### src/rtl/data_pipe_1ton_pkt.sv
// Packet-aware 1:N width up-converter: packs NSIZE narrow beats into one wide word,
// flushes partial words on wr_last with a lane-keep mask, and buffers words in a FWFT FIFO.

module data_pipe_1ton_pkt_lane #(
  parameter int               DSIZE     = 8,
  parameter logic [DSIZE-1:0] PAD_VALUE = '0
) (
  input  logic             clock,
  input  logic             rst_n,
  input  logic             i_hit,
  input  logic             i_flush,
  input  logic [DSIZE-1:0] i_data,
  output logic [DSIZE-1:0] o_data,
  output logic             o_keep
);
  logic [DSIZE-1:0] r_val;
  logic             r_kept;

  // Lane view of the word being completed this cycle, including the beat landing now.
  assign o_data = i_hit ? i_data : r_val;
  assign o_keep = i_hit | r_kept;

  always_ff @(posedge clock or negedge rst_n) begin
    if (!rst_n) begin
      r_val  <= PAD_VALUE;
      r_kept <= 1'b0;
    end else if (i_flush) begin
      r_val  <= PAD_VALUE;
      r_kept <= 1'b0;
    end else if (i_hit) begin
      r_val  <= i_data;
      r_kept <= 1'b1;
    end
  end
endmodule

module data_pipe_1ton_pkt #(
  parameter int               DSIZE     = 8,
  parameter int               NSIZE     = 4,
  parameter int               DEPTH     = 4,
  parameter int               MSB_FIRST = 0,
  parameter logic [DSIZE-1:0] PAD_VALUE = '0
) (
  input  logic                         clock,
  input  logic                         rst_n,
  input  logic [DSIZE-1:0]             wr_data,
  input  logic                         wr_vld,
  output logic                         wr_ready,
  input  logic                         wr_last,
  output logic [DSIZE*NSIZE-1:0]       rd_data,
  output logic [NSIZE-1:0]             rd_keep,
  output logic                         rd_last,
  output logic                         rd_vld,
  input  logic                         rd_ready,
  output logic [$clog2(DEPTH+1)-1:0]   fifo_count
);
  localparam int LW = $clog2(NSIZE);
  localparam int AW = $clog2(DEPTH);
  localparam int CW = $clog2(DEPTH+1);

  typedef struct packed {
    logic [NSIZE-1:0][DSIZE-1:0] data;
    logic [NSIZE-1:0]            keep;
    logic                        last;
  } word_t;

  logic [LW-1:0]               r_lc;
  logic [AW-1:0]               r_wptr, r_rptr;
  logic [CW-1:0]               r_cnt;
  logic                        r_wr_ready;
  word_t                       r_mem [DEPTH];

  logic                        w_accept, w_end, w_push, w_pop;
  logic [LW-1:0]               w_lane;
  logic [NSIZE-1:0]            w_hit, w_keep;
  logic [NSIZE-1:0][DSIZE-1:0] w_data;
  logic [CW-1:0]               w_cnt_nxt;
  word_t                       w_word, w_head;

  assign w_accept = wr_vld & r_wr_ready;
  assign w_end    = (r_lc == LW'(NSIZE-1)) | wr_last;
  assign w_push   = w_accept & w_end;
  assign w_pop    = rd_vld & rd_ready;
  assign w_lane   = (MSB_FIRST != 0) ? (LW'(NSIZE-1) - r_lc) : r_lc;

  for (genvar g = 0; g < NSIZE; g++) begin : g_lane
    assign w_hit[g] = w_accept & (w_lane == LW'(g));
    data_pipe_1ton_pkt_lane #(
      .DSIZE     (DSIZE),
      .PAD_VALUE (PAD_VALUE)
    ) u_lane (
      .clock   (clock),
      .rst_n   (rst_n),
      .i_hit   (w_hit[g]),
      .i_flush (w_push),
      .i_data  (wr_data),
      .o_data  (w_data[g]),
      .o_keep  (w_keep[g])
    );
  end

  always_comb begin
    w_word      = '0;
    w_word.data = w_data;
    w_word.keep = w_keep;
    w_word.last = wr_last;
  end

  always_ff @(posedge clock or negedge rst_n) begin
    if (!rst_n)        r_lc <= '0;
    else if (w_accept) r_lc <= w_end ? '0 : r_lc + LW'(1);
  end

  // Storage is not reset; the read side is gated by rd_vld so stale entries never leak.
  always_ff @(posedge clock) begin
    if (w_push) r_mem[r_wptr] <= w_word;
  end

  always_comb begin
    w_cnt_nxt = r_cnt;
    if (w_push && !w_pop)      w_cnt_nxt = r_cnt + CW'(1);
    else if (!w_push && w_pop) w_cnt_nxt = r_cnt - CW'(1);
  end

  // wr_ready comes straight from a flop so nothing on the read side or wr_last reaches it.
  always_ff @(posedge clock or negedge rst_n) begin
    if (!rst_n) begin
      r_wptr     <= '0;
      r_rptr     <= '0;
      r_cnt      <= '0;
      r_wr_ready <= 1'b0;
    end else begin
      if (w_push) r_wptr <= r_wptr + AW'(1);
      if (w_pop)  r_rptr <= r_rptr + AW'(1);
      r_cnt      <= w_cnt_nxt;
      r_wr_ready <= (w_cnt_nxt < CW'(DEPTH));
    end
  end

  assign w_head     = r_mem[r_rptr];
  assign rd_vld     = (r_cnt != '0);
  assign rd_data    = rd_vld ? w_head.data : '0;
  assign rd_keep    = rd_vld ? w_head.keep : '0;
  assign rd_last    = rd_vld & w_head.last;
  assign wr_ready   = r_wr_ready;
  assign fifo_count = r_cnt;
endmodule

### config.mk
export PLATFORM = sky130hd
export DESIGN_NAME = data_pipe_1ton_pkt
export DESIGN_NICKNAME = d
export VERILOG_FILES = /design/src/rtl/data_pipe_1ton_pkt.sv
export SDC_FILE = /design/constraint.sdc
export NUM_CORES = 1
export LEC_CHECK = 0
export ABC_AREA = 1
export CORE_UTILIZATION = 56
export CTS_CLUSTER_DIAMETER = 100
export DETAILED_ROUTE_END_ITERATION = 8
export HOLD_SLACK_MARGIN = 0.03
export PLACE_DENSITY_LB_ADDON = 0.1
export SLEW_MARGIN = 20
export SYNTH_ARGS = -nofsm -noshare
export SYNTH_HDL_FRONTEND = slang
export SYNTH_HIERARCHICAL = 1
export SYNTH_SLANG_ARGS = --single-unit
### constraint.sdc
create_clock -name clock -period 7 [get_ports clock]
set_input_delay 1.05 -clock clock [delete_from_list [all_inputs] [get_ports clock]]
set_output_delay 1.05 -clock clock [all_outputs]
set_load 0.01 [all_outputs]
Word-level counts from Yosys, hierarchy flattened. Memory sizes are Yosys's and may differ from the RTL's. Index checks and enable logic that the tools add are counted.

Register bits after elaboration: 46. Latch bits: 0. RAM bits: 148. Memory bits (read-only): 0. Input port bits: 13. Output and inout bits: 42. Word-level logic and storage cells: 69. Memories kept: 1.

Memories: r_mem (depth 4, bits a word 37, read ports 1, clocked after Yosys merged registers in 0, write ports 1, line 71) `word_t r_mem [DEPTH];`.

Add/sub/neg operators: 5. Multipliers: 0. Divide/modulo/power cells: 0. Magnitude comparators: 1. Equality and inequality tests: 3. Shift-type cells: 0. Multiplexer cells: 23. Bitwise operators: 13. Reductions and logical operators: 10.

Operator list (count): $mux 8 (8); $mux 32 (1); $mux 1 (10); $and 1x1->1 (8); $reduce_bool 2->1 (4); $add 2x1->2 const B (3); $mux 3 (2); $or 1x1->1 (5); $eq 2x2->1 const B (2); $mux 4 (1); $add 3x1->3 const B (1); $lt 3x3->1 const B (1); $reduce_bool 3->1 (1); $sub 3x1->3 const B (1); $eq 2x1->1 const B (1); $logic_and 1x1->1 (2); $logic_not 1->1 (2); $logic_not 2->1 (1); $mux 2 (1).

Depth between registers and ports, before layout. Gate-level depths: netlist (run 1).

Depth in word-level cells: 8. Gate-level depth with buffers: 12. Depth with buffers taken out: 12.

By module. The synthesis (run 1) kept the hierarchy.

Modules (own cells, without submodules): data_pipe_1ton_pkt (times used 1, cells each 639, area an instance 6769.0 um2, seq. area each 4694.5 um2); data_pipe_1ton_pkt_lane (times used 4, cells each 71, area an instance 545.5 um2, seq. area each 225.2 um2).

Worst setup path after synthesis (run 1). Ideal clock, no wire load.

Path type: in2reg. From: input port wr_vld. To: memory r_mem[0][0] (netlist name) (enable). Setup time: 0.431 ns. Arrival time: 3.105 ns. Required time: 6.569 ns. Path slack: 3.464 ns. Stages on the path: 4. Buffers on the path: 0. Cells stage by stage: nand2_1 nor2_2 inv_2 nor2_1.

Cells in the longest elaborated chain, start to end: 4.

RTL lines: start: declaration (line 47) `input logic wr_vld,`; $and 1x1->1 (line 80) `assign w_accept = wr_vld & r_wr_ready;`; $and 1x1->1 (line 82) `assign w_push = w_accept & w_end;`; net w_push (line 73) `logic w_accept, w_end, w_push, w_pop;`; $mux 1 (line 116) `if (w_push) r_mem[r_wptr] <= w_word;`; $mux 1 (not written as such) (line 116); end: declaration (line 71).

The timed path passes the listed nets, and every way through them passes these cells.

Worst setup path after layout (run 1).
From: register r_rptr[0]. To: output port rd_data[1].

Cells in the longest elaborated chain, start to end: 2.

RTL lines: start: declaration (line 68) `logic [AW-1:0] r_wptr, r_rptr;`; start signal: assignment (line 134) `if (w_pop) r_rptr <= r_rptr + AW'(1);`; $mem_v2 4x37; $mux 32 (line 142) `assign rd_data = rd_vld ? w_head.data : '0;`; end: declaration (line 50) `output logic [DSIZE*NSIZE-1:0] rd_data,`.

Every way passes these cells.

==> metrics.txt, run 1 <==
# TYPE chip_impl_metric gauge
chip_impl_metric{name="start_util",unit=""} 0.580
chip_impl_metric{name="area.growth.synth_to_final",unit="%"} 15.1
chip_impl_metric{name="io_pins",unit=""} 55
chip_impl_metric{name="holdBufCountCts",unit=""} 0
chip_impl_metric{name="insertion_delay",unit="ns"} 0.43
chip_impl_info{name="crit_path_start_kind",value="flip-flop"} 1
chip_impl_metric{name="p_total",unit="uW"} 4520
chip_impl_metric{name="timing.critical_path.required",unit="ns"} 5.95
chip_impl_metric{name="num_vias",unit=""} 5724
chip_impl_metric{name="design.core.area",unit="um^2"} 15400
chip_impl_metric{name="fillers",unit=""} 1234
chip_impl_metric{name="detail_route.first_pass.iterations",unit=""} 4
chip_impl_info{name="outcome",value="completed"} 1
chip_impl_info{name="tritoncts_clock_tree",value="built"} 1
chip_impl_metric{name="max_slew_margin",unit=""} 0.325
chip_impl_metric{name="grt-ovfl-total",unit=""} 0
chip_impl_metric{name="power-per-cell-area",unit="nW/um^2"} 439
chip_impl_metric{name="port-buffer-count",unit=""} 54
chip_impl_metric{name="tritoncts.num_buffers",unit=""} 17
chip_impl_metric{name="gp_routability_congestion",unit=""} 0.778
chip_impl_metric{name="timing_hold_violations_final",unit=""} 0
chip_impl_metric{name="number_of_antenna_violations_at_the_first_check_in_global_routing",unit=""} 0
chip_impl_metric{name="max_freq",unit="MHz"} 242
chip_impl_metric{name="h-tree-depth",unit=""} 4
chip_impl_info{name="clk_root_buffer_cell",value="clkbuf_16"} 1
chip_impl_metric{name="fp.dieArea",unit="um^2"} 16500
chip_impl_metric{name="critical_path.max_fanout",unit=""} 76
chip_impl_metric{name="fp-row-count",unit=""} 45
chip_impl_metric{name="total_of_endpoints_with_negative_setup_slack_in_the_final_report",unit=""} 0
chip_impl_metric{name="syn-instance-count",unit=""} 923
chip_impl_metric{name="crit_arrival",unit="ns"} 3.08
chip_impl_metric{name="tightestPinTransition",unit="ns"} 1.01
chip_impl_metric{name="ys_warn_count",unit=""} 6
chip_impl_metric{name="clock_transition_at_the_register_clock_pins_on_the_worst_setup_and_hold_paths_after_cts",unit="ns"} 0.07
chip_impl_metric{name="avgViaCountPerCell",unit=""} 4.80
chip_impl_metric{name="fp.dieW",unit="um"} 128
chip_impl_metric{name="synth_area",unit="um^2"} 8950
chip_impl_metric{name="dpl_cell_area",unit="um^2"} 9630
chip_impl_metric{name="first_global_vias",unit=""} 5625
chip_impl_metric{name="clock_tree.buffer_depth",unit=""} 2
chip_impl_metric{name="net_count_after_synthesis",unit=""} 949
chip_impl_metric{name="floorplan.die.height",unit="um"} 128
chip_impl_metric{name="wire_length_of_the_first_global_routing_pass",unit="um"} 27800
chip_impl_metric{name="finalWirelength",unit="um"} 16700
chip_impl_metric{name="drt_drc_violations_left",unit=""} 0
chip_impl_metric{name="leakage",unit="uW"} 0.00480
chip_impl_metric{name="setup_total_negative_slack",unit="ns"} 0
chip_impl_metric{name="reg2regPathDepth",unit=""} 7
chip_impl_metric{name="synth.top_cell.area_share",unit=""} 0.497
chip_impl_metric{name="syn_area_per_cell",unit="um^2"} 9.70
chip_impl_metric{name="cts.sinks",unit=""} 194
chip_impl_info{name="worst-setup-path-type",value="reg2out"} 1
chip_impl_metric{name="synth.ff_latch_count",unit=""} 194
chip_impl_metric{name="worst_setup_margin",unit="ns"} 2.87
chip_impl_metric{name="avgRoutedWirePerCell",unit="um"} 14.0
chip_impl_metric{name="first_iter_violations",unit=""} 347
chip_impl_metric{name="max_cap_violations",unit=""} 0
chip_impl_metric{name="grt_use_total",unit=""} 0.226
chip_impl_metric{name="final_nets",unit=""} 995
chip_impl_metric{name="min_period_over_period",unit=""} 0.590
chip_impl_metric{name="period_minus_slack",unit="ns"} 4.13
chip_impl_metric{name="fin_worst_skew",unit="ns"} 0.00695
chip_impl_metric{name="stdcell_area",unit="um^2"} 10300
chip_impl_metric{name="grt_max_degree",unit=""} 77
chip_impl_metric{name="dp_hpwl",unit="um"} 9780
chip_impl_info{name="synth_top_cells_by_area",value="edfxtp_1 (50%), dfrtp_1 (13%), nand2_1 (11%)"} 1
chip_impl_metric{name="num_antenna_cells",unit=""} 0
chip_impl_info{name="rsz0062_at_grt",value="false"} 1
chip_impl_metric{name="synth_cell_types",unit=""} 23
chip_impl_metric{name="ratio_of_cells_with_drive_above_1_in_the_final_layout",unit=""} 0.152
chip_impl_info{name="min_path_type",value="reg2reg"} 1
chip_impl_metric{name="finalMaxSlewViolations",unit=""} 0
chip_impl_metric{name="pre_cts_ws",unit="ns"} 3.05
chip_impl_metric{name="cts-resized-gates",unit=""} 0
chip_impl_metric{name="min_delay_path_depth",unit=""} 2
chip_impl_info{name="synth_top_cell_by_area",value="edfxtp_1"} 1
chip_impl_info{name="endpoint_kind",value="output pin"} 1
chip_impl_metric{name="vdd_ir_drop_max",unit="mV"} 0.383
chip_impl_metric{name="cts_setup_buffers",unit=""} 0
chip_impl_metric{name="synth-seq-area-share",unit=""} 0.625
chip_impl_metric{name="antenna_violating_nets_post_route",unit=""} 0
## layout by cell type (no fill, tap or decap), types with 3 or more instances in the layout
cell type | synthesis | routed
inv_6 | 0 | 3
nor2_4 | 0 | 5
nand2_2 | 56 | 56
dfrtp_1 | 46 | 45
o21ai_0 | 4 | 4
ha_1 | 13 | 13
inv_2 | 5 | 5
inv_8 | 4 | 4
bufinv_16 | 0 | 4
nand3_1 | 42 | 42
nor2_2 | 33 | 32
nand2_4 | 8 | 8
clkbuf_1 | 2 | 3
nand2_1 | 273 | 273
inv_1 | 195 | 195
buf_4 | 3 | 7
clkdlybuf4s50_1 | 0 | 53
edfxtp_1 | 148 | 148
nor2_1 | 15 | 11
a21oi_1 | 42 | 42
clkbuf_16 | 0 | 17
## stage by stage
stage / hold WS (ns) / util / instances
after floorplan: 0.494 / - / 923
final: 0.519 / 0.668 / 1193
after detailed placement: 0.512 / 0.624 / 1159
after CTS: 0.523 / 0.664 / 1191
after global placement: 0.505 / 0.624 / 1159
after global routing: 0.540 / 0.668 / 1193
## synthesized netlist by cell type
cell	n
nand2_1	273
inv_1	195
edfxtp_1	148
nand2_2	56
dfrtp_1	46
a21oi_1	42
nand3_1	42
nor2_2	33
buf_2	23
nor2_1	15
ha_1	13
nand2_4	8
inv_2	5
buf_6	4
inv_8	4
o21ai_0	4
buf_1	3
buf_4	3
clkbuf_1	2
a22oi_1	1
o21ai_1	1
or2_2	1
xor2_1	1
## routing by layer
layer	track usage	routed length (um)	up-vias
li1	-	-	2900
met5	0	0	-
met1	0.300	7690	2679
met2	0.380	8180	124
met3	0.0341	601	21
met4	0.0810	268	0
## registers in the layout (all words and copies together) (netlist names), named ones only
name                  cells
fifo_count                2
g_lane.u_lane/r_kept      4
g_lane.u_lane/r_val      32
r_lc                      2
r_mem                   148
r_rptr                    2
r_wptr                    2
wr_ready                  1
## worst max-delay path, stage by stage (launching register included)
cell and delay [ns]:
dfrtp_2 0.38, buf_4 0.36, inv_2 0.11, buf_4 0.67, nand2_1 0.10, nand2_1 0.10
nand2_1 0.07, a21oi_1 0.23, clkdlybuf4s50_1 0.58
## cell type report
| cell class | instances | area, um^2 | area share |
|---|---|---|---|
| clock buffers | 20 | 437 | 0.0424 |
| clock inverters | 12 | 179 | 0.0174 |
| inverters | 204 | 796 | 0.0772 |
| multi-input cells | 490 | 2390 | 0.232 |
| flip-flops and latches | 194 | 5600 | 0.543 |
| well taps | 211 | 264 | 0.0256 |
| repair buffers | 62 | 638 | 0.0619 |
## worst paths after layout
| kind | slack [ns] | startpoint | to |
|---|---|---|---|
| min | 0.52 | g_lane[0].u_lane/r_kept | g_lane[0].u_lane/r_kept |
| max | 2.87 | r_rptr[0] | rd_data[1] |
| max reg2reg | 4.43 | r_lc[0] | r_mem[2][14] |
| min reg2reg | 0.52 | g_lane[0].u_lane/r_kept | g_lane[0].u_lane/r_kept |
| min in group asynchronous | 0.62 | rst_n | fifo_count[1] |
| max in group asynchronous | 5.94 | rst_n | g_lane[1].u_lane/r_val[0] |
## where the power goes
group          internal (uW)  total (uW)  switching [uW]
combinational            690        1860            1170
clock                    600        1010             411
sequential              1590        1660            60.6
total                   2880        4520            1640
## logic make-up after synthesis
| group | Yosys count | synth area share |
|---|---|---|
| AOI/OAI and AO/OA | 48 | 0.0271 |
| DFF | 194 | 0.625 |
| adders and majority gates | 13 | 0.0182 |
| and+or+nand+nor | 428 | 0.217 |
| buffers and inverters | 239 | 0.111 |
| xor gates and xnor gates | 1 | 0.000979 |
Note: power is estimated with default switching activity, not from simulation.
==> run 2, diff against run 1 <==
==> constraint.sdc (replaced) <==
create_clock -name clock -period 3.8 [get_ports clock]
set_input_delay 0.57 -clock clock [delete_from_list [all_inputs] [get_ports clock]]
set_output_delay 0.57 -clock clock [all_outputs]
set_load 0.01 [all_outputs]
==> metrics.txt, run 2 (synthesis results as in run 1) <==
# TYPE chip_impl_metric gauge
chip_impl_info{name="outcome",value="completed"} 1
chip_impl_metric{name="gp_routability_congestion",unit=""} 0.764
chip_impl_metric{name="dpl_cell_area",unit="um^2"} 9740
chip_impl_info{name="rr_startpoint",value="r_lc[1]"} 1
chip_impl_metric{name="tritoncts.num_buffers",unit=""} 17
chip_impl_metric{name="cts-resized-gates",unit=""} 0
chip_impl_metric{name="max_freq",unit="MHz"} 300
chip_impl_metric{name="grt_max_degree",unit=""} 49
chip_impl_metric{name="max_slew_margin",unit=""} 0.393
chip_impl_metric{name="num_vias",unit=""} 5779
chip_impl_metric{name="period_minus_slack",unit="ns"} 3.34
chip_impl_info{name="mostFrequentLayoutCell",value="nand2_1"} 1
chip_impl_metric{name="total_of_endpoints_with_negative_setup_slack_in_the_final_report",unit=""} 0
chip_impl_info{name="crit_path_start_kind",value="flip-flop"} 1
chip_impl_metric{name="detail_route.first_pass.iterations",unit=""} 5
chip_impl_metric{name="clock_tree.buffer_depth",unit=""} 2
chip_impl_info{name="layout_common_cells",value="nand2_1 (273), inv_1 (195), edfxtp_1 (148)"} 1
chip_impl_metric{name="power-per-cell-area",unit="nW/um^2"} 795
chip_impl_metric{name="critical_path.max_fanout",unit=""} 48
chip_impl_metric{name="min_period_over_period",unit=""} 0.878
chip_impl_metric{name="insertion_delay",unit="ns"} 0.43
chip_impl_metric{name="pre_cts_ws",unit="ns"} 0.885
chip_impl_metric{name="grt_use_total",unit=""} 0.235
chip_impl_metric{name="fp.dieArea",unit="um^2"} 16500
chip_impl_metric{name="io_pins",unit=""} 55
chip_impl_metric{name="cts_setup_buffers",unit=""} 0
chip_impl_metric{name="leakage",unit="uW"} 0.00480
chip_impl_metric{name="crit_arrival",unit="ns"} 2.77
chip_impl_metric{name="final.hold.worst_slack",unit="ns"} 0.0782
chip_impl_metric{name="port-buffer-count",unit=""} 54
chip_impl_metric{name="dp_hpwl",unit="um"} 10700
chip_impl_metric{name="timing_hold_violations_final",unit=""} 0
chip_impl_metric{name="avgRoutedWirePerCell",unit="um"} 14.5
chip_impl_info{name="tritoncts_clock_tree",value="built"} 1
chip_impl_metric{name="num_antenna_cells",unit=""} 0
chip_impl_metric{name="worst_setup_margin",unit="ns"} 0.462
chip_impl_metric{name="stdcell_area",unit="um^2"} 10300
chip_impl_info{name="top_regs",value="r_mem: 148 flops, g_lane.u_lane/r_val: 32 flops, g_lane.u_lane/r_kept: 4 flops"} 1
chip_impl_metric{name="avgViaCountPerCell",unit=""} 4.82
chip_impl_info{name="min_path_type",value="in2async"} 1
chip_impl_info{name="rsz0062_at_grt",value="false"} 1
chip_impl_metric{name="fp-row-count",unit=""} 45
chip_impl_metric{name="grt-ovfl-total",unit=""} 0
chip_impl_metric{name="finalWirelength",unit="um"} 17400
chip_impl_metric{name="ratio_of_cells_with_drive_above_1_in_the_final_layout",unit=""} 0.158
chip_impl_metric{name="floorplan.die.height",unit="um"} 128
chip_impl_metric{name="reg2regPathDepth",unit=""} 7
chip_impl_metric{name="first_global_vias",unit=""} 5604
chip_impl_metric{name="tightestPinTransition",unit="ns"} 0.906
chip_impl_metric{name="fin_worst_skew",unit="ns"} 0.00516
chip_impl_metric{name="antenna_violating_nets_post_route",unit=""} 0
chip_impl_metric{name="start_util",unit=""} 0.580
chip_impl_info{name="largest_register_by_flop_count",value="r_mem"} 1
chip_impl_metric{name="number_of_flip_flops_under_the_largest_register_name",unit=""} 148
chip_impl_metric{name="clock_transition_at_the_register_clock_pins_on_the_worst_setup_and_hold_paths_after_cts",unit="ns"} 0.06
chip_impl_metric{name="setup_total_negative_slack",unit="ns"} 0
chip_impl_metric{name="rrSetupSlack",unit="ns"} 1.73
chip_impl_metric{name="final_nets",unit=""} 1001
chip_impl_info{name="endpoint_kind",value="output pin"} 1
chip_impl_info{name="clk_root_buffer_cell",value="clkbuf_16"} 1
chip_impl_metric{name="drt_drc_violations_left",unit=""} 0
chip_impl_metric{name="seq_area",unit="um^2"} 5600
chip_impl_metric{name="multi_input_logic_area",unit="um^2"} 2390
chip_impl_metric{name="vdd_ir_drop_max",unit="mV"} 0.658
chip_impl_metric{name="design.core.area",unit="um^2"} 15400
chip_impl_metric{name="fp.dieW",unit="um"} 128
chip_impl_metric{name="finalMaxSlewViolations",unit=""} 0
chip_impl_metric{name="area.growth.synth_to_final",unit="%"} 14.9
chip_impl_metric{name="cts.sinks",unit=""} 194
chip_impl_metric{name="h-tree-depth",unit=""} 4
chip_impl_info{name="worst-setup-path-type",value="reg2out"} 1
chip_impl_metric{name="fillers",unit=""} 1272
chip_impl_metric{name="wire_length_of_the_first_global_routing_pass",unit="um"} 28800
chip_impl_metric{name="timing.critical_path.required",unit="ns"} 3.23
chip_impl_metric{name="first_iter_violations",unit=""} 436
chip_impl_metric{name="holdBufCountCts",unit=""} 0
chip_impl_metric{name="number_of_antenna_violations_at_the_first_check_in_global_routing",unit=""} 1
chip_impl_metric{name="max_cap_violations",unit=""} 0
chip_impl_info{name="timing.rr.end",value="r_mem[2][17]"} 1
[run 2: cell types whose count changed in the layout (fill, tap and decap cells not counted), sizes merged]
cell      before  now
buf            9   15
bufinv         4    1
clkbuf        20   18
clkinv         3    8
clkinvlp       2    3
inv          207  206
[run 2: layer usage]
layer  up-vias  wire [um]  GRT usage
met2       118       8510      0.387
met5         -          0          0
met4         0        250     0.0796
met3        19        737     0.0470
met1      2735       7930      0.313
li1       2907          -          -
[run 2: final cells by class]
| class | count | share of cell area |
|---|---|---|
| multi-input combinational | 490 | 0.233 |
| inverter | 204 | 0.0774 |
| timing repair buffer | 68 | 0.0672 |
| clock buffer | 18 | 0.0417 |
| clock inverter | 14 | 0.0112 |
| tap | 211 | 0.0257 |
| sequential | 194 | 0.544 |
[run 2: how the worst max path moves through the flow]
stage,startpoint,to,slack (ns),cells past startpoint
floorplan,wr_vld,r_mem[0][0],0.74,4
global placement,r_rptr[0],rd_keep[2],0.92,6
detailed placement,r_rptr[0],rd_data[5],0.88,6
CTS,r_rptr[0],rd_data[5],0.41,6
global route,r_rptr[0],rd_data[1],0.23,7
finish,r_rptr[0],rd_keep[2],0.46,6
[run 2: worst max-delay path, cell delays in order, from the launching register on]
cell and delay, ns:
dfrtp_2 0.76, buf_4 0.57, nand2_1 0.10, nand2_1 0.09
nand2_1 0.05, a21oi_1 0.15, clkdlybuf4s50_1 0.57
[run 2: through the flow]
| stage | std cells | utilization | power [uW] |
|---|---|---|---|
| 2_1_floorplan | 923 | - | 5300 |
| 3_3_place_gp | 1167 | 0.631 | 6530 |
| 3_5_place_dp | 1167 | 0.631 | 6600 |
| 4_1_cts | 1199 | 0.667 | 8260 |
| 5_1_grt | 1199 | 0.667 | 8730 |
| 6_report | 1199 | 0.667 | 8180 |
[run 2: report_power, final]
part	internal, uW	switching [uW]	leakage, uW	total [uW]
clock network	898	757	0.000261	1660
logic	1300	2120	0.00258	3420
registers	2940	167	0.00196	3100
==> run 3, diff against run 2 <==
--- a/config.mk
+++ b/config.mk
@@ -5,7 +5,7 @@
 export SDC_FILE = /design/constraint.sdc
 export NUM_CORES = 1
 export LEC_CHECK = 0
-export ABC_AREA = 1
+export ABC_AREA = 0
 export CORE_UTILIZATION = 56
 export CTS_CLUSTER_DIAMETER = 100
 export DETAILED_ROUTE_END_ITERATION = 8
==> metrics.txt, run 3 <==
# TYPE chip_impl_metric gauge
chip_impl_info{name="outcome",value="completed"} 1
chip_impl_info{name="synth_top_cell_by_area",value="edfxtp_1"} 1
chip_impl_metric{name="synth_cell_types",unit=""} 28
chip_impl_metric{name="min_period_over_period",unit=""} 0.844
chip_impl_metric{name="design.core.area",unit="um^2"} 13800
chip_impl_metric{name="number_of_flip_flops_under_the_largest_register_name",unit=""} 148
chip_impl_metric{name="avgRoutedWirePerCell",unit="um"} 20.6
chip_impl_metric{name="detail_route.first_pass.iterations",unit=""} 4
chip_impl_metric{name="h-tree-depth",unit=""} 4
chip_impl_info{name="synth_top_cells_by_area",value="edfxtp_1 (56%), dfrtp_1 (15%), mux4_2 (11%)"} 1
chip_impl_metric{name="crit_arrival",unit="ns"} 2.64
chip_impl_metric{name="port-buffer-count",unit=""} 54
chip_impl_info{name="clk_root_buffer_cell",value="clkbuf_16"} 1
chip_impl_metric{name="clock_transition_at_the_register_clock_pins_on_the_worst_setup_and_hold_paths_after_cts",unit="ns"} 0.07
chip_impl_metric{name="net_count_after_synthesis",unit=""} 440
chip_impl_metric{name="period_minus_slack",unit="ns"} 3.21
chip_impl_metric{name="vdd_ir_drop_max",unit="mV"} 0.479
chip_impl_metric{name="postSynth.asyncResetShare",unit=""} 0.237
chip_impl_metric{name="dp_hpwl",unit="um"} 8360
chip_impl_info{name="rr_startpoint",value="fifo_count[0]"} 1
chip_impl_metric{name="num_vias",unit=""} 3766
chip_impl_info{name="crit_slowest_cell",value="dfrtp_2"} 1
chip_impl_info{name="layout_common_cells",value="edfxtp_1 (148), clkdlybuf4s50_1 (53), dfrtp_1 (45)"} 1
chip_impl_metric{name="cts-resized-gates",unit=""} 0
chip_impl_metric{name="max_slew_margin",unit=""} 0.472
chip_impl_metric{name="tightestPinTransition",unit="ns"} 0.793
chip_impl_metric{name="holdBufCountCts",unit=""} 0
chip_impl_metric{name="finalWirelength",unit="um"} 13900
chip_impl_metric{name="max_freq",unit="MHz"} 312
chip_impl_metric{name="fillers",unit=""} 922
chip_impl_metric{name="grt_use_total",unit=""} 0.211
chip_impl_info{name="synthMostInstantiatedCell",value="edfxtp_1"} 1
chip_impl_metric{name="power_report.internal_total",unit="uW"} 5480
chip_impl_metric{name="timing_hold_violations_final",unit=""} 0
chip_impl_metric{name="reg2regPathDepth",unit=""} 9
chip_impl_metric{name="multi_input_logic_area",unit="um^2"} 2190
chip_impl_metric{name="first_global_vias",unit=""} 3934
chip_impl_info{name="cell_chain_of_the_critical_path",value="buf_4, mux4_2, and2_1, clkdlybuf4s50_1"} 1
chip_impl_metric{name="leakage",unit="uW"} 0.00345
chip_impl_metric{name="io_pins",unit=""} 55
chip_impl_metric{name="start_util",unit=""} 0.573
chip_impl_metric{name="wire_length_of_the_first_global_routing_pass",unit="um"} 22000
chip_impl_metric{name="finalMaxSlewViolations",unit=""} 0
chip_impl_metric{name="ys_warn_count",unit=""} 6
chip_impl_metric{name="fp.dieArea",unit="um^2"} 14600
chip_impl_info{name="endpoint_kind",value="output pin"} 1
chip_impl_info{name="rsz0062_at_grt",value="false"} 1
chip_impl_metric{name="area.growth.synth_to_final",unit="%"} 17.5
chip_impl_info{name="top_regs",value="r_mem: 148 flops, g_lane.u_lane/r_val: 32 flops, g_lane.u_lane/r_kept: 4 flops"} 1
chip_impl_metric{name="grt-ovfl-total",unit=""} 0
chip_impl_metric{name="first_iter_violations",unit=""} 279
chip_impl_metric{name="antenna_violating_nets_post_route",unit=""} 0
chip_impl_metric{name="cts.sinks",unit=""} 194
chip_impl_metric{name="fin_worst_skew",unit="ns"} 0.00830
chip_impl_metric{name="seq_area",unit="um^2"} 5600
chip_impl_info{name="mostFrequentLayoutCell",value="edfxtp_1"} 1
chip_impl_metric{name="synth.top_cell.area_share",unit=""} 0.561
chip_impl_metric{name="slowest_delay",unit="ns"} 0.65
chip_impl_metric{name="tritoncts.num_buffers",unit=""} 17
chip_impl_metric{name="gp_routability_congestion",unit=""} 0.735
chip_impl_metric{name="drt_drc_violations_left",unit=""} 0
chip_impl_metric{name="total_of_endpoints_with_negative_setup_slack_in_the_final_report",unit=""} 0
chip_impl_metric{name="timing.critical_path.required",unit="ns"} 3.23
chip_impl_metric{name="share_seq_of_total_power",unit=""} 0.405
chip_impl_metric{name="floorplan.die.height",unit="um"} 121
chip_impl_info{name="min_path_type",value="in2async"} 1
chip_impl_metric{name="p_total",unit="uW"} 7590
chip_impl_metric{name="power.combinational.fraction",unit=""} 0.353
chip_impl_info{name="tritoncts_clock_tree",value="built"} 1
chip_impl_metric{name="sw_frac_of_total",unit=""} 0.278
chip_impl_metric{name="rrSetupSlack",unit="ns"} 1.54
chip_impl_metric{name="ratio_of_cells_with_drive_above_1_in_the_final_layout",unit=""} 0.248
chip_impl_info{name="largest_register_by_flop_count",value="r_mem"} 1
chip_impl_info{name="crit_path_start_kind",value="flip-flop"} 1
chip_impl_metric{name="cts_setup_buffers",unit=""} 0
chip_impl_metric{name="syn_area_per_cell",unit="um^2"} 19.2
chip_impl_metric{name="critical_path.max_fanout",unit=""} 13
chip_impl_info{name="worst-setup-path-type",value="reg2out"} 1
chip_impl_metric{name="grt_max_degree",unit=""} 41
chip_impl_metric{name="setup_total_negative_slack",unit="ns"} 0
chip_impl_metric{name="synth-seq-area-share",unit=""} 0.706
chip_impl_metric{name="number_of_antenna_violations_at_the_first_check_in_global_routing",unit=""} 0
chip_impl_metric{name="synth_area",unit="um^2"} 7930
chip_impl_info{name="post_synth_most_frequent_cells",value="edfxtp_1 (148), dfrtp_1 (46), and2_1 (41)"} 1
chip_impl_metric{name="clock_tree.buffer_depth",unit=""} 2
chip_impl_metric{name="insertion_delay",unit="ns"} 0.42
chip_impl_metric{name="power-per-cell-area",unit="nW/um^2"} 815
chip_impl_metric{name="clkPwrFrac",unit=""} 0.242
chip_impl_metric{name="max_cap_violations",unit=""} 0
chip_impl_metric{name="synth.ff_latch_count",unit=""} 194
chip_impl_metric{name="avgViaCountPerCell",unit=""} 5.57
chip_impl_metric{name="number_of_synthesized_flops_with_an_enable_pin",unit=""} 148
chip_impl_metric{name="fp-row-count",unit=""} 43
chip_impl_metric{name="final_nets",unit=""} 509
chip_impl_metric{name="fp.dieW",unit="um"} 121
chip_impl_metric{name="num_antenna_cells",unit=""} 0
chip_impl_info{name="synth_top_flop_cell",value="edfxtp_1"} 1
chip_impl_metric{name="total_switching_power",unit="uW"} 2110
chip_impl_metric{name="syn-instance-count",unit=""} 414
run 3: changes by cell type after synthesis, sizes merged, moves of 37 or more:
cell | previous run | this run
nand2 | 337 | 6
inv | 204 | 9
nor2 | 48 | 5
a21oi | 42 | 1
and2 | 0 | 41
nand3 | 42 | 1
mux4 | 0 | 37
run 3: stage by stage:
stage	hold WS, ns	setup WS (ns)	utilization	area (um^2)	std cells
after floorplan	0.274	0.834	-	7930	414
after global placement	0.541	0.986	0.629	8690	644
after detailed placement	0.545	0.960	0.629	8690	644
after CTS	0.251	0.520	0.674	9320	676
after global routing	0.287	0.440	0.674	9320	676
final	0.232	0.591	0.674	9320	676
run 3: logic make-up (layout without fill, tap and decap cells):
family                     count (synthesis)  after routing  synth area share
DFF                                      194            194             0.706
and+or+nand+nor                          100            100            0.0756
muxes                                     71             71             0.169
buffers and inverters                     25            107            0.0189
adders and majority gates                 13             13            0.0205
AOI/OAI and AO/OA                          7              7           0.00631
xor gates and xnor gates                   4              4           0.00442
run 3: routing by layer:
metal,routed length [um],share of wire,GRT usage
met4,133,0.0096,0.0849
met1,6370,0.46,0.295
met3,519,0.037,0.0367
met2,6900,0.50,0.333
met5,0,0,0
run 3: worst max-delay path by stage:
stage | from | end | slack [ns] | depth (start not counted)
floorplan | wr_vld | r_mem[0][0] | 0.83 | 3
global placement | r_rptr[0] | rd_data[17] | 0.99 | 4
detailed placement | wr_vld | r_mem[0][26] | 0.96 | 5
CTS | r_rptr[0] | rd_data[17] | 0.52 | 4
global route | r_rptr[0] | rd_data[30] | 0.44 | 4
finish | r_rptr[0] | rd_data[17] | 0.59 | 4
run 3: power groups by stage:
stage          clock, uW  sequential [uW]  combinational (uW)
5_1_grt             1950             3110                2900
3_3_place_gp           0             3110                2670
4_1_cts             1860             3080                2720
6_report            1840             3080                2680
2_1_floorplan          0             3040                1750
3_5_place_dp           0             3120                2700
run 3: final cells by class:
cell class,instances,share of cell area
clock inverters,13,0.0201
flip-flops and latches,194,0.601
clock buffers,19,0.0465
inverters,9,0.00363
repair buffers,66,0.0698
well taps,180,0.0242
multi-input cells,195,0.235
run 3: critical path, delay by kind of cell (launching register included):
kind / cells / cell delay [ns]
and+or+nand+nor: 1 / 0.19
DFF: 1 / 0.65
muxes: 1 / 0.54
buffers and inverters: 2 / 0.84
